### src/rtl/fifo_pkg.sv
// Shared definitions for the FIFO burst reader: parameter defaults, state
// encoding and a small saturating-counter helper.
package fifo_pkg;

  localparam int FIFO_WIDTH_DEF = 16;
  localparam int FIFO_DEPTH_DEF = 8;

  typedef enum logic [1:0] {
    IDLE  = 2'd0,
    READ  = 2'd1,
    DRAIN = 2'd2,
    DONE  = 2'd3
  } rd_state_e;

  function automatic logic [7:0] sat_inc8(input logic [7:0] v);
    return (v == 8'hFF) ? v : v + 8'd1;
  endfunction

endpackage

### src/rtl/fifo_rd_skid.sv
// Two-entry skid buffer between the FIFO read port and the downstream
// valid/ready interface; head is the oldest stored word.
module fifo_rd_skid
  import fifo_pkg::*;
#(
  parameter int WIDTH = FIFO_WIDTH_DEF
) (
  input  logic             clk,
  input  logic             rst_n,
  input  logic             push,
  input  logic [WIDTH-1:0] push_data,
  input  logic             pop,
  output logic [1:0]       occ,
  output logic [WIDTH-1:0] head
);

  logic [WIDTH-1:0] mem [2];
  logic             wr_ptr;
  logic             rd_ptr;
  logic             do_push;
  logic             do_pop;

  // A push into a full buffer is only legal when the head leaves in the same cycle.
  assign do_pop  = pop && (occ != 2'd0);
  assign do_push = push && ((occ != 2'd2) || do_pop);
  assign head    = mem[rd_ptr];

  always_ff @(posedge clk or negedge rst_n) begin
    if (!rst_n) begin
      mem[0] <= '0;
      mem[1] <= '0;
      wr_ptr <= 1'b0;
      rd_ptr <= 1'b0;
      occ    <= 2'd0;
    end else begin
      if (do_push) begin
        mem[wr_ptr] <= push_data;
        wr_ptr      <= ~wr_ptr;
      end
      if (do_pop) begin
        rd_ptr <= ~rd_ptr;
      end
      occ <= occ + {1'b0, do_push} - {1'b0, do_pop};
    end
  end

endmodule

### src/rtl/fifo_reader.sv
// Burst reader: pulls burst_len words from a FIFO with one-cycle read latency
// and forwards them in order over a valid/ready stream via a skid buffer.
module fifo_reader
  import fifo_pkg::*;
#(
  parameter int FIFO_WIDTH = FIFO_WIDTH_DEF,
  parameter int FIFO_DEPTH = FIFO_DEPTH_DEF
) (
  input  logic                  clk,
  input  logic                  rst_n,
  input  logic                  start,
  input  logic [7:0]            burst_len,
  output logic                  busy,
  output logic                  done,
  output logic                  rd_en,
  input  logic [FIFO_WIDTH-1:0] data_out,
  input  logic                  empty,
  input  logic                  underflow,
  output logic [FIFO_WIDTH-1:0] m_data,
  output logic                  m_valid,
  input  logic                  m_ready,
  output logic [7:0]            words_read,
  output logic                  err_underflow
);

  if (FIFO_DEPTH < 1) begin : g_depth_check
    $error("fifo_reader: FIFO_DEPTH must be at least 1");
  end

  rd_state_e  state;
  rd_state_e  state_nxt;
  logic [7:0] remaining;
  logic       inflight;
  logic       push;
  logic       pop;
  logic       accept;
  logic [1:0] occ;
  logic [1:0] occ_nxt;

  assign m_valid = (occ != 2'd0);
  assign pop     = m_valid && m_ready;
  assign push    = inflight && !underflow;
  assign accept  = (state == IDLE) && start;
  assign busy    = (state != IDLE);
  assign occ_nxt = occ + {1'b0, push} - {1'b0, pop};

  always_comb begin
    state_nxt = state;
    rd_en     = 1'b0;
    done      = 1'b0;
    case (state)
      IDLE: begin
        if (start) begin
          state_nxt = (burst_len == 8'd0) ? DONE : READ;
        end
      end
      READ: begin
        // Never let buffered plus in-flight words exceed the two skid slots.
        rd_en = !empty && (remaining != 8'd0) &&
                (({1'b0, occ} + {2'b00, inflight}) < (3'd2 + {2'b00, pop}));
        if ((remaining == 8'd0) || ((remaining == 8'd1) && rd_en)) begin
          state_nxt = DRAIN;
        end
      end
      DRAIN: begin
        // rd_en is low here, so the post-edge in-flight count is zero; leave
        // as soon as the buffer will be empty after this edge.
        if (occ_nxt == 2'd0) begin
          state_nxt = DONE;
        end
      end
      DONE: begin
        done      = 1'b1;
        state_nxt = IDLE;
      end
      default: state_nxt = IDLE;
    endcase
  end

  always_ff @(posedge clk or negedge rst_n) begin
    if (!rst_n) begin
      state         <= IDLE;
      remaining     <= 8'd0;
      inflight      <= 1'b0;
      words_read    <= 8'd0;
      err_underflow <= 1'b0;
    end else begin
      state    <= state_nxt;
      inflight <= rd_en;
      if (accept) begin
        remaining <= burst_len;
      end else if (rd_en) begin
        remaining <= remaining - 8'd1;
      end
      if (accept) begin
        words_read <= 8'd0;
      end else if (pop) begin
        words_read <= sat_inc8(words_read);
      end
      if (accept) begin
        err_underflow <= 1'b0;
      end else if (inflight && underflow) begin
        err_underflow <= 1'b1;
      end
    end
  end

  fifo_rd_skid #(
    .WIDTH(FIFO_WIDTH)
  ) u_skid (
    .clk       (clk),
    .rst_n     (rst_n),
    .push      (push),
    .push_data (data_out),
    .pop       (pop),
    .occ       (occ),
    .head      (m_data)
  );

endmodule

### config.mk
export PLATFORM = sky130hd
export DESIGN_NAME = fifo_reader
export DESIGN_NICKNAME = d
export VERILOG_FILES = /design/src/rtl/fifo_pkg.sv /design/src/rtl/fifo_rd_skid.sv /design/src/rtl/fifo_reader.sv
export SDC_FILE = /design/constraint.sdc
export NUM_CORES = 1
export LEC_CHECK = 0
export BUFFER_PORTS_ARGS = -buffer_cell sky130_fd_sc_hd__clkbuf_2
export CAP_MARGIN = 0
export CORE_UTILIZATION = 38
export CTS_CLUSTER_DIAMETER = 30
export DETAILED_ROUTE_END_ITERATION = 10
export GPL_TIMING_DRIVEN = 1
export SLEW_MARGIN = 25
export SYNTH_ARGS = -nofsm -noshare
export SYNTH_HDL_FRONTEND = slang
export SYNTH_HIERARCHICAL = 1
export SYNTH_SLANG_ARGS = --single-unit
### constraint.sdc
create_clock -name clk -period 3.8 [get_ports clk]
set_input_delay 0 -clock clk [delete_from_list [all_inputs] [get_ports clk]]
set_output_delay 0 -clock clk [all_outputs]
set_load 0.005 [all_outputs]
Word level (Yosys, flattened, before mapping):

Cells that the tools add are included.

* output and inout bits: 29
* input port bits: 30
* bits in registers: 56
* word-level logic and storage cells: 82

* $lt $le $gt $ge: 4
* bitwise gates (word level): 4
* reductions and logical operators: 26
* eq/ne operators: 10
* add/sub/neg operators: 8
* multiplexer cells: 20

Operators with widths (count)
* 16-bit two-way mux: 4
* 8-bit two-way mux: 5
* 32-bit bitwise mux: 1
* 16-bit demux with 1-bit select: 1
* 8-bit zero test: 2
* 1-bit logical AND: 10
* 2-bit inequality test (second input constant): 5
* 2-bit nonzero test: 5
* 8-bit by 1-bit adder with 8-bit output (second input constant): 1
* 8-bit by 1-bit equality test with 1-bit output (second input constant): 1
* 8-bit equality test (second input constant): 1
* 2-bit two-way mux: 4
* 2-bit one-hot mux with 4 select lines: 1
* 8-bit nonzero test: 1
* 8-bit by 1-bit subtractor with 8-bit output (second input constant): 1
* 2-bit by 1-bit adder with 2-bit output: 2
* 2-bit equality test (second input constant): 2
* 2-bit greater-or-equal comparator (second input constant): 2
* 2-bit zero test: 2
* 1-bit two-way mux: 4
* 1-bit inverter with 2-bit output: 2
* 2-bit by 1-bit subtractor with 2-bit output: 2
* 2-bit by 1-bit adder with 3-bit output: 1
* 2-bit by 1-bit adder with 3-bit output (first input constant): 1
* other kinds (8): 11

Depth between registers and ports, before layout:

* depth in word-level cells: 9
* depth in mapped cells: 9
* mapped depth without buffers: 9

Cells and area by module:

The synthesis kept the hierarchy.

Modules (own cells, without submodules)
* fifo_rd_skid: cells each 101, area each 1687.9 um^2, seq. area each 900.9 um^2, times used 1
* fifo_reader: cells each 155, area each 1422.6 um^2, seq. area each 500.5 um^2, times used 1

Least setup slack after synthesis:

No wires, ideal clock.

* path type: reg2reg
* start point: register u_skid.occ[0]
* end point: register state[1]
* path buffers: 0
* data required time: 3.675 ns
* path slack: 1.759 ns
* cell stages (with the launch flop): 10
* arrival: 1.915 ns
* period minus slack after synthesis: 2.041 ns
* setup time: 0.125 ns
* cells stage by stage: dfrtp_1 -> o21ai_2 -> inv_2 -> ha_1 -> inv_1 -> ha_1 -> xnor3_1 -> nand2b_1 -> a221o_1 -> mux2i_1

* longest elaborated chain between the ends: 9
* elaborated cells between the ends (all ways): 14
* those cells by class: add/sub (4); order compare (1); eq/ne (2); reduce/logical (7)

RTL lines
* start, declared: line fifo_rd_skid.sv:13 `output logic [1:0] occ,`
* start signal, assigned: line fifo_rd_skid.sv:43 `occ <= occ + {1'b0, do_push} - {1'b0, do_pop};`
* 2-bit nonzero test (*): line fifo_reader.sv:40 `assign m_valid = (occ != 2'd0);`
* 1-bit logical AND (*): line fifo_reader.sv:41 `assign pop = m_valid && m_ready;`
* via pop: line fifo_reader.sv:35 `logic pop;`
* 2-bit by 1-bit adder with 3-bit output: line fifo_reader.sv:60 `(({1'b0, occ} + {2'b00, inflight}) < (3'd2 + {2'b00, pop}));`
* 3-bit < comparator: line fifo_reader.sv:60
* 1-bit logical AND: line fifo_reader.sv:59 `rd_en = !empty && (remaining != 8'd0) &&`
* 1-bit logical AND: line fifo_reader.sv:61 `if ((remaining == 8'd0) || ((remaining == 8'd1) && rd_en)) begin`
* 1-bit logical OR: line fifo_reader.sv:61
* 2-bit inequality test (no source line)
* 3-bit AND reduction (no source line) (*)
* end signal, assigned: line fifo_reader.sv:88 `state <= state_nxt;`
* end, declared: line fifo_reader.sv:30 `rd_state_e state;`

The timed path passes the listed nets; every way through them passes the cells marked *.
A chain may end at the register's enable or synchronous reset.

Final worst setup path:

* start point: register u_skid.occ[0]
* end point: output port rd_en

* longest elaborated chain between the ends: 6
* elaborated cells between the ends (all ways): 7
* those cells by class: add/sub (2); order compare (1); mux (1); reduce/logical (3)

RTL lines
* 2-bit nonzero test: line fifo_reader.sv:40
* 1-bit logical AND: line fifo_reader.sv:41
* 2-bit by 1-bit adder with 3-bit output: line fifo_reader.sv:60
* 3-bit < comparator (*): line fifo_reader.sv:60
* 1-bit logical AND (*): line fifo_reader.sv:59
* 1-bit two-way mux (*): line fifo_reader.sv:51 `case (state)`
* end, declared: line fifo_reader.sv:15 `output logic rd_en,`

Every way passes the cells marked *; elsewhere a longest branch is shown, timed or not.

==> out/qor.yml <==
placed_design:
  globalplace.congestion: 0.7697
  place_area_mm2: 0.003475
  dp_hpwl_um: 4372
  dp.cells: 408
  port_buffers: 58
critical_path:
  crit_required_ns: 3.80
  endpoint: "rd_en"
  end_kind: "primary output"
  cp.arrival_ns: 2.46
  cpPeakStageDelay_ns: 0.73
  r2r_start: "u_skid/occ[0]"
  critPathMostFrequentCell: "ha_1"
  setup.worst_path.start: "u_skid/occ[0]"
  start_kind: "flop"
  regToRegEndpoint: "u_skid/mem[21]"
  reg2reg_setup_slack_ns: 1.48
  crit_chain: "ha_1 > ha_1 > nor3_2 > a21oi_1 > nor2_1 > clkbuf_2"
  reg2reg_depth: 5
  crit_family: "compound AO/OA/AOI/OAI gates"
  cp.depth: 6
  path_class: "reg -> out"
  crit_slowest_cell: "a21oi_1"
  crit_buf_inv: 1
  worstPathMaxFanout: 15
die:
  die_h_um: 92.48
  core_area_mm2: 0.007807
  row_count: 32
  die_w_um: 92.48
  start_util: 0.3984
  die_area_mm2: 0.008552
  ioPinCount: 59
synth:
  synth_flop_cell: "dfrtp_1"
  synth_cell_types: 60
  netlist.top_cell.by_area: "dfrtp_1"
  syn-num-nets: 301
  synthArstFlopShare: 1.000
  synth_top_cell_area_share: 0.4505
  synth-warning-count: 6
  ys_ff_latch: 56
  netlist_instances: 256
  avgSynthCellArea_um2: 12.15
  synth_area_mm2: 0.003110
  synth.area.top_cells: "dfrtp_1, mux2_2, mux2_4, ha_1, nor2_1"
  ys_seq_area_frac: 0.4505
  synth-edff-count: 0
global_routing:
  gr-total-overflow: 0
  antenna_found_initial: 0
  grt_pass1_wl_um: 10500
  grt_max_degree: 57
  grt_pass1_vias: 2182
  grt_usage: 0.1536
cells_and_area:
  final_common_cell: "clkbuf_2"
  syn_to_final_growth_pct: 23.01
  drive_gt1_frac: 0.3912
  diodes: 0
  fin_cells: 442
  final_cell_mix: "clkbuf_2, dfrtp_1, mux2_2"
  fin_util: 0.4901
  final_area_mm2: 0.003826
  nFillCells: 720
  final_nets: 384
detailed_routing:
  viasPerCell: 5.036
  vias: 2226
  dr.first_iter.drc_count: 49
  postRouteWirelength_um: 6401
  drc_errors: 0
  antenna_left: 0
  wire_per_inst_um: 14.48
  first_pass_iters: 4
power_and_ir_drop:
  max-vdd-ir-drop_mv: 0.3560
  p_leak_nw: 1.768
  powerDensity_mw_per_mm2: 710.6
cts:
  cts_buffers: 5
  cts_max_level: 2
  clock_sinks: 56
  ctsRootBufferMaster: "clkbuf_8"
  postCtsSetupBuffers: 0
  clock_latency_ns: 0.31
  tritoncts: "done"
  clkSlewWorstSetupHoldPaths_ns: 0.10
  cts_max_path_buffers: 2
sta:
  fin_crit_ns: 2.461
  slew_headroom: 0.2992
  max_freq_mhz: 406.3
  hold_viol: 0
  timing.hold.ws_ns: 0.1717
  rsz0062_at_grt: "false"
  fin_crit_sh: 0.6476
  setup-violations-final: 0
  setup_tns_ns: 0
  tightestPinTransition_ns: 1.050
  clock-skew-final_ns: 0.01136
  finalMaxSlewViolations: 0
outcome:
  status: "completed"
job:
  max_cap_viol_count: 0
worst_hold_path:
  hp-class: "in -> reg"
[cell families after synthesis]
logic type | Yosys count | share of synthesized area
AOI/OAI and AO/OA | 38 | 0.08730
xor gates and xnor gates | 8 | 0.02695
adders and majority gates | 15 | 0.06034
buffers and inverters | 19 | 0.03177
DFF | 56 | 0.4505
muxes | 49 | 0.2011
and+or+nand+nor | 71 | 0.1420
[sequential cells by signal, summed over array words and instances, names as in the netlist]
| signal | count |
|---|---|
| u_skid/rd_ptr | 1 |
| state | 2 |
| u_skid/wr_ptr | 1 |
| err_underflow | 1 |
| remaining | 8 |
| u_skid/mem | 32 |
| words_read | 8 |
| u_skid/occ | 2 |
| inflight | 1 |
[worst min-delay path, cell delays in order]
cell and delay, ns:
clkbuf_2 0.11, o21ai_2 0.10, a31o_2 0.15, o21ai_0 0.08
[area by class of cell]
| cell class | count | area, um2 | share of cell area |
|---|---|---|---|
| multi-input combinational | 181 | 1610 | 0.4209 |
| sequential | 56 | 1401 | 0.3663 |
| timing repair buffer | 85 | 558.0 | 0.1458 |
| tap | 102 | 127.6 | 0.03336 |
| clock buffer | 5 | 68.82 | 0.01799 |
| inverter | 10 | 37.54 | 0.009810 |
| clock inverter | 3 | 22.52 | 0.005886 |
[where the power goes]
group / leakage [nW] / total, mW / switching, mW / internal [mW]
logic: 1.02 / 1.27 / 0.546 / 0.729
clock network: 0.0485 / 0.335 / 0.202 / 0.133
registers: 0.696 / 1.11 / 0.249 / 0.861
total: 1.77 / 2.72 / 0.997 / 1.72
[metrics by stage]
step           setup WS [ns]  power, mW
2_1_floorplan          1.759      2.005
3_3_place_gp           1.521      2.342
3_5_place_dp           1.458      2.382
4_1_cts                1.318      2.753
5_1_grt                1.121      2.960
6_report               1.339      2.719
[metal layers]
layer / vias up / track usage / routed length, um
met3: 2 / 0.03202 / 265
met5: - / 0 / 0
met4: 0 / 0.02865 / 30
li1: 1101 / - / -
met1: 1077 / 0.2041 / 3076
met2: 46 / 0.2593 / 3029
[repair_timing]
action	in CTS	in global routing
hold buffers	26	0
resized for setup	0	0
hold endpoints to repair	97	0
[synth_stat cells (2+ instances only)]
library cell / number
clkbuf_1: 4
ha_1: 15
xnor2_1: 5
nand4_1: 2
or4_1: 2
nor3_2: 2
a211oi_1: 2
mux2_2: 28
nor2b_1: 2
nor4_1: 2
o21ai_2: 2
nand2b_1: 3
nor3_1: 3
buf_2: 3
o21ai_0: 4
nor3b_4: 2
nand2_1: 11
o211ai_1: 4
inv_1: 9
dfrtp_1: 56
a31oi_1: 6
mux2_4: 20
nand3_1: 6
nor2_1: 16
and2_1: 2
a21oi_1: 6
a31o_2: 2
xor2_1: 2
or3_1: 4
[how the worst min path moves through the flow]
stage / from / endpoint / slack, ns / depth (start not counted)
2_1_floorplan: rst_n / err_underflow / -0.30 / 0
3_3_place_gp: rst_n / u_skid/mem[13] / 0.19 / 2
3_5_place_dp: rst_n / u_skid/mem[26] / 0.19 / 2
4_1_cts: m_ready / words_read[1] / 0.16 / 4
5_1_grt: m_ready / words_read[1] / 0.18 / 4
6_report: m_ready / words_read[1] / 0.17 / 4
Note: power is estimated with default switching activity, not from simulation.
